===== src/rtl/step_pulse_shaper.sv =====
// step_pulse_shaper: turns one-cycle step/dir strobes into STEP/DIR pin waveforms
// with programmable DIR setup and STEP high/low widths. A small direction FIFO
// absorbs bursts; a dropped step sets a sticky overflow flag.
// Optional feature macro: STEP_SHAPER_POS_EN builds the signed absolute
// position counter. Without it, position is tied to 0.
module step_pulse_shaper #(
  parameter int PULSE_BITS = 8,
  parameter int FIFO_BITS  = 3,
  parameter int POS_BITS   = 32
) (
  input  logic                       clk,
  input  logic                       reset,
  input  logic                       step_in,
  input  logic                       dir_in,
  input  logic [PULSE_BITS-1:0]      pulse_len,
  input  logic [PULSE_BITS-1:0]      dir_setup,
  input  logic                       clr_overflow,
  input  logic                       set_pos,
  input  logic signed [POS_BITS-1:0] pos_val,
  output logic                       step_out,
  output logic                       dir_out,
  output logic                       busy,
  output logic [FIFO_BITS:0]         pending,
  output logic                       overflow,
  output logic signed [POS_BITS-1:0] position
);

  localparam int DEPTH = 1 << FIFO_BITS;
  localparam logic [FIFO_BITS:0] FULL_CNT = DEPTH[FIFO_BITS:0];

  typedef enum logic [1:0] {IDLE, SETUP, HIGH, LOW} state_t;

  state_t                state, state_nx;
  logic [PULSE_BITS-1:0] timer, timer_nx;
  logic                  step_nx, dir_nx;

  logic [DEPTH-1:0]      fifo_mem;
  logic [FIFO_BITS-1:0]  wr_ptr, rd_ptr;
  logic [FIFO_BITS:0]    count;
  logic                  fifo_empty, fifo_full, head, pop, push, drop;

  // A zero-length field still yields a one-cycle phase.
  function automatic logic [PULSE_BITS-1:0] phase_load(input logic [PULSE_BITS-1:0] field);
    return (field == '0) ? '0 : field - 1'b1;
  endfunction

  assign fifo_empty = (count == '0);
  assign fifo_full  = (count == FULL_CNT);
  assign head       = fifo_mem[rd_ptr];
  // The FSM only consumes entries while idle.
  assign pop        = (state == IDLE) && !fifo_empty;
  // A full FIFO still accepts a push when the head leaves in the same cycle.
  assign push       = step_in && (!fifo_full || pop);
  assign drop       = step_in && fifo_full && !pop;

  // Direction FIFO: storage, pointers and occupancy.
  always_ff @(posedge clk or negedge reset) begin
    if (!reset) begin
      fifo_mem <= '0;
      wr_ptr   <= '0;
      rd_ptr   <= '0;
      count    <= '0;
    end else begin
      if (push) begin
        fifo_mem[wr_ptr] <= dir_in;
        wr_ptr           <= wr_ptr + 1'b1;
      end
      if (pop) rd_ptr <= rd_ptr + 1'b1;
      case ({push, pop})
        2'b10:   count <= count + 1'b1;
        2'b01:   count <= count - 1'b1;
        default: count <= count;
      endcase
    end
  end

  // Sticky overflow; a drop in the same cycle as a clear keeps the flag set.
  always_ff @(posedge clk or negedge reset) begin
    if (!reset)            overflow <= 1'b0;
    else if (drop)         overflow <= 1'b1;
    else if (clr_overflow) overflow <= 1'b0;
  end

  // Pulse FSM next-state: timing fields are sampled only when the timer loads.
  always_comb begin
    state_nx = state;
    timer_nx = timer;
    step_nx  = step_out;
    dir_nx   = dir_out;
    case (state)
      IDLE: begin
        if (pop) begin
          if (head == dir_out) begin
            step_nx  = 1'b1;
            timer_nx = phase_load(pulse_len);
            state_nx = HIGH;
          end else begin
            dir_nx   = head;
            timer_nx = phase_load(dir_setup);
            state_nx = SETUP;
          end
        end
      end
      SETUP: begin
        if (timer == '0) begin
          step_nx  = 1'b1;
          timer_nx = phase_load(pulse_len);
          state_nx = HIGH;
        end else begin
          timer_nx = timer - 1'b1;
        end
      end
      HIGH: begin
        if (timer == '0) begin
          step_nx  = 1'b0;
          timer_nx = phase_load(pulse_len);
          state_nx = LOW;
        end else begin
          timer_nx = timer - 1'b1;
        end
      end
      LOW: begin
        if (timer == '0) state_nx = IDLE;
        else             timer_nx = timer - 1'b1;
      end
      default: state_nx = IDLE;
    endcase
  end

  // Pulse FSM registers, including the STEP/DIR pins.
  always_ff @(posedge clk or negedge reset) begin
    if (!reset) begin
      state    <= IDLE;
      timer    <= '0;
      step_out <= 1'b0;
      dir_out  <= 1'b0;
    end else begin
      state    <= state_nx;
      timer    <= timer_nx;
      step_out <= step_nx;
      dir_out  <= dir_nx;
    end
  end

  assign pending = count;
  assign busy    = (state != IDLE) || !fifo_empty;

`ifdef STEP_SHAPER_POS_EN
  logic step_rise;
  // dir_out is already settled when STEP rises, so it gives the count direction.
  assign step_rise = step_nx & ~step_out;

  // Absolute position: a load takes priority over a coincident step edge.
  always_ff @(posedge clk or negedge reset) begin
    if (!reset)         position <= '0;
    else if (set_pos)   position <= pos_val;
    else if (step_rise) position <= dir_out ? position - 1'b1 : position + 1'b1;
  end
`else
  logic unused_pos;
  assign unused_pos = ^{set_pos, pos_val};
  assign position   = '0;
`endif

  // DIR must hold through SETUP, HIGH and LOW.
  a_dir_stable: assert property (@(posedge clk) disable iff (!reset)
    (state != IDLE) |=> $stable(dir_out));

endmodule


===== config.mk =====
export PLATFORM = sky130hd
export DESIGN_NAME = step_pulse_shaper
export DESIGN_NICKNAME = d
export VERILOG_FILES = /design/src/rtl/step_pulse_shaper.sv
export SDC_FILE = /design/constraint.sdc
export NUM_CORES = 1
export LEC_CHECK = 0
export ABC_AREA = 1
export BUFFER_PORTS_ARGS = -buffer_cell sky130_fd_sc_hd__buf_4
export CAP_MARGIN = 20
export CELL_PAD_IN_SITES_DETAIL_PLACEMENT = 1
export CELL_PAD_IN_SITES_GLOBAL_PLACEMENT = 1
export CORE_MARGIN = 1
export CORE_UTILIZATION = 35
export DETAILED_ROUTE_END_ITERATION = 16
export GPL_TIMING_DRIVEN = 0
export HOLD_SLACK_MARGIN = 0.03
export PLACE_DENSITY_LB_ADDON = 0.1
export SLEW_MARGIN = 10
export SYNTH_ARGS = -nofsm -noshare
export SYNTH_HDL_FRONTEND = slang
export SYNTH_SLANG_ARGS = --single-unit

===== constraint.sdc =====
create_clock -name clk -period 2.85 [get_ports clk]
set_input_delay 0.1425 -clock clk [delete_from_list [all_inputs] [get_ports clk]]
set_output_delay 0.1425 -clock clk [all_outputs]
set_load 0.03 [all_outputs]

Word-level counts from Yosys, hierarchy flattened. Index checks and enable logic that the tools add are counted.

Input bits: 54. Bits in registers: 31. Output and inout bits: 40. Logic and storage cells: 83.

Bitwise gates (word level): 1. Eq/ne operators: 13. Muxes and demuxes: 26. Order comparisons: 3. Reductions and logical operators: 24. Add/subtract/negate cells: 7.

Operator list (number): $mux W8 (6); $logic_not A8 Y1 (3); $pmux W8 S3 (1); $sub A8 B1 Y8 const B (3); $mux W2 (5); $ne A2 B2 Y1 const B (5); $bwmux W8 (1); $lt A3 B4 Y1 const B (2); $mux W1 (8); $pmux W2 S4 (1); $pmux W4 S2 (1); $add A3 B1 Y3 const B (2); $eq A2 B2 Y1 const B (3); $reduce_bool A2 Y1 (3); $logic_and A1 B1 Y1 (5); $reduce_and A5 Y1 (1); $add A4 B1 Y4 const B (1); $eq A2 B1 Y1 const B (2); $eq A4 B4 Y1 const B (1); $logic_not A4 Y1 (1); $reduce_and A4 Y1 (1); $sub A4 B1 Y4 const B (1); $bmux W1 S3 (1); $demux W1 S3 (1); other kinds (12) (15).

Logic depth before layout (Yosys ltp).
Depth after elaboration: 7. Mapped depth: 13.

Least setup slack after synthesis. No wires, ideal clock.

Path type: register -> register. Start: reg state[0]. End: reg count[2] (netlist: pending[2]). Arrival: 1.986 ns. Path buffers: 1. Path slack: 0.745 ns. Cell stages (with the launch flop): 13. Cell sequence: dfrtp_1 -> inv_1 -> ha_1 -> buf_2 -> nand2_1 -> inv_1 -> ha_1 -> xor2_1 -> ha_1 -> a21oi_1 -> a21oi_1 -> o21ai_0 -> o21a_1.

Cells in the longest elaborated chain, start to end: 6.

Ends and longest elaborated chain: start: declaration (line 33) `state_t state, state_nx;`; start signal: assignment (line 138) `state <= state_nx;`; $logic_not A2 Y1 (*) (line 51) `assign pop = (state == IDLE) && !fifo_empty;`; $logic_and A1 B1 Y1 (*) (line 51); net pop (line 40) `logic fifo_empty, fifo_full, head, pop, push, drop;`; $logic_or A1 B1 Y1 (line 53) `assign push = step_in && (!fifo_full || pop);`; $logic_and A1 B1 Y1 (line 53); $eq A2 B1 Y1 or $eq A2 B2 Y1 (tied branches) (line 69) `case ({push, pop})`; $pmux W4 S2 or $reduce_bool A2 Y1 (tied branches); end signal: assignment (line 70) `2'b10: count <= count + 1'b1;`; end signal: assignment (line 71) `2'b01: count <= count - 1'b1;`; end signal: assignment (line 72) `default: count <= count;`; end: declaration (line 39) `logic [FIFO_BITS:0] count;`.

The timed path passes the listed nets; every way through them passes the cells marked *. A chain may end at the register's enable or synchronous reset.

Final worst setup path.
Start: reg state[1]. End: reg count[2] (netlist: pending[2]).

Same word-level chain as after synthesis.

==> impl_metrics.env <==
export IMPL_wl_per_cell_um=11.7
export IMPL_setup_worst_path_class="register to register"
export IMPL_drv_slew=0
export IMPL_num_rows=31
export IMPL_status="finished, final reports clean"
export IMPL_htreeDepth=2
export IMPL_cts_tree="yes"
export IMPL_drt_vias_per_instance=4.50
export IMPL_cp_end_kind="register"
export IMPL_async_flop_share=1.00
export IMPL_core_area_mm2=0.00741
export IMPL_syn_area_per_cell_um2=6.72
export IMPL_max_stage_delay_ps=410
export IMPL_fin_worst_skew_ps=3.20
export IMPL_critPathRequiredTime_ps=3030
export IMPL_path_clk_slew_ps=80
export IMPL_dr_pass1_iters=4
export IMPL_layout_drive_gt1_share=0.212
export IMPL_crit_path_top_delay_cell="dfrtp_1"
export IMPL_clockBufferDepth=2
export IMPL_crit_path_cell_trace="inv_1, ha_1, buf_2, nand2_1, inv_1, ha_1, xor2_1, ha_1, a21oi_1, a21oi_1, o21ai_0, o21a_1"
export IMPL_drt_wl_total_mm=6.73
export IMPL_post_synth_top_count_cell="nand2_1"
export IMPL_ctsResizeCount=0
export IMPL_synth_edf_count=0
export IMPL_cap_violations=0
export IMPL_nNetsFinal=543
export IMPL_nFillCells=1014
export IMPL_netlist_area_leader_share=0.283
export IMPL_area_growth_pct=20.9
export IMPL_synth_ff_type="dfrtp_1"
export IMPL_dieArea_mm2=0.00819
export IMPL_worst_ir_drop_vdd_mv=0.567
export IMPL_post_cts_buffers=0
export IMPL_gp_congestion=0.764
export IMPL_synthTopCellsByCount="nand2_1, nor2_1, inv_1"
export IMPL_dieHeight_um=90.5
export IMPL_n_antenna_cell=0
export IMPL_fin_crit_sh=0.898
export IMPL_first_global_vias=2521
export IMPL_layout_cells_non_filler=575
export IMPL_cts_root_buf="clkbuf_8"
export IMPL_crit_fanout=10
export IMPL_setup_tns_ps=0
export IMPL_yosys_top_cells_area="dfrtp_1, nand2_1, buf_4"
export IMPL_synthDistinctLibCells=32
export IMPL_start_util=0.370
export IMPL_reg2reg_setup_slack_ps=290
export IMPL_fmax_ghz=0.391
export IMPL_antenna_left=0
export IMPL_rsz0062_at_grt="no"
export IMPL_critPathMostFrequentCell="ha_1"
export IMPL_cts_hold_buf=1
export IMPL_hold_viol=0
export IMPL_min_path_type="input port to register"
export IMPL_yosysWarnings=0
export IMPL_ys_seq_elements=31
export IMPL_antenna_found_initial=0
export IMPL_place_inst=566
export IMPL_cp_start_kind="register"
export IMPL_cts_sinks=31
export IMPL_port_buffer_count=28
export IMPL_grt_max_degree=32
export IMPL_synth_top_area_cell="dfrtp_1"
export IMPL_p_leak_nw=1.84
export IMPL_syn_inst=408
export IMPL_period_needed_ps=2560
export IMPL_grt_pass1_wl_mm=11.6
export IMPL_dp_hpwl_mm=5.52
export IMPL_arrival_ps=2740
export IMPL_die_x_um=90.5
export IMPL_drcViolationCount=0
export IMPL_drt_initial_drc_count=52
export IMPL_vias=2585
export IMPL_pin_count=94
export IMPL_synth_area_mm2=0.00274
export IMPL_pwr_density_cell_mw_per_mm2=1050
export IMPL_finalSetupViolations=0
export IMPL_worstSkewPairLatency_ps=290
export IMPL_grt_overflow_total=0
export IMPL_cts_buffers=5
export IMPL_seq_area_frac_synth=0.283
export IMPL_grt_usage=0.173
## path summary, 6_finish.rpt
path / start / depth (start not counted) / endpoint
max: state[1] / 12 / pending[2]
min: clr_overflow / 2 / overflow
max reg2reg: state[1] / 12 / pending[2]
min reg2reg: fifo_mem[2] / 2 / fifo_mem[2]
max in group asynchronous: reset / 2 / pending[2]
min in group asynchronous: reset / 2 / fifo_mem[6]
## flip-flops by register name (all words and copies together), names as in the netlist
register and count:
dir_out 1, fifo_mem 8, overflow 1, pending 4, rd_ptr 3, state 2, step_out 1, timer 8
wr_ptr 3
## cell type report
type | instances | area [µm²] | share of cell area
clock buffer | 5 | 68.8 | 0.0208
inverter | 60 | 225 | 0.0680
tap | 99 | 124 | 0.0374
multi-input combinational | 313 | 1600 | 0.482
timing repair buffer | 29 | 220 | 0.0664
buffer | 35 | 260 | 0.0785
sequential | 31 | 776 | 0.234
clock inverter | 3 | 43.8 | 0.0132
## per-stage QoR
step	hold slack, ps	utilization	power, mW	worst slack, ps	instance area [µm²]
floorplan	-153	-	2.48	745	2860
global placement	114	0.431	2.97	458	3190
detailed placement	113	0.431	3.05	333	3190
CTS	32.7	0.447	3.52	281	3310
global route	40.9	0.447	3.87	19.5	3310
finish	40.6	0.447	3.49	290	3310
## logic make-up after synthesis
logic type,synth area share
compound gates,0.0863
xor+xnor,0.0479
fa+ha+maj,0.0639
flops,0.283
simple gates,0.340
buf+inv,0.177
other cells,0.00137
## cell usage in the layout, fill, tap and decap left out, types with 2 or more instances in the layout
cell	synthesis	layout
nand2_1	95	95
buf_4	32	60
nor2_1	57	57
inv_1	52	52
nand3_1	32	32
conb_1	1	32
dfrtp_1	31	31
o21ai_0	23	23
ha_1	14	14
a21oi_1	12	12
xor2_1	11	11
inv_2	8	8
nand2_2	6	6
nor2_2	5	5
clkbuf_8	0	5
nand3_2	4	4
xnor2_1	4	4
nand4_1	2	2
nand2_4	2	2
o22ai_1	2	2
nand3b_1	2	2
or2_2	2	2
## routing by layer
layer / up-vias / track usage / part of all wire
li1: 1332 / - / -
met1: 1201 / 0.229 / 0.49
met2: 46 / 0.296 / 0.47
met3: 6 / 0.0253 / 0.028
met4: 0 / 0.0363 / 0.0074
met5: - / 0 / 0
## critical path, delay by kind of cell (launching register included)
family	cells	cell delay (ps)
AOI/OAI and AO/OA	4	480
xor gates and xnor gates	1	210
adders and majority gates	3	650
buffers and inverters	3	560
DFF	1	410
and+or+nand+nor	1	160
## power by group
| part | leakage (nW) | total [mW] | internal (mW) | switching [mW] |
|---|---|---|---|---|
| clock network | 0.0581 | 0.454 | 0.260 | 0.193 |
| registers | 0.382 | 0.863 | 0.666 | 0.197 |
| logic | 1.40 | 2.17 | 0.762 | 1.41 |
Note: power is estimated with default switching activity, not from simulation.
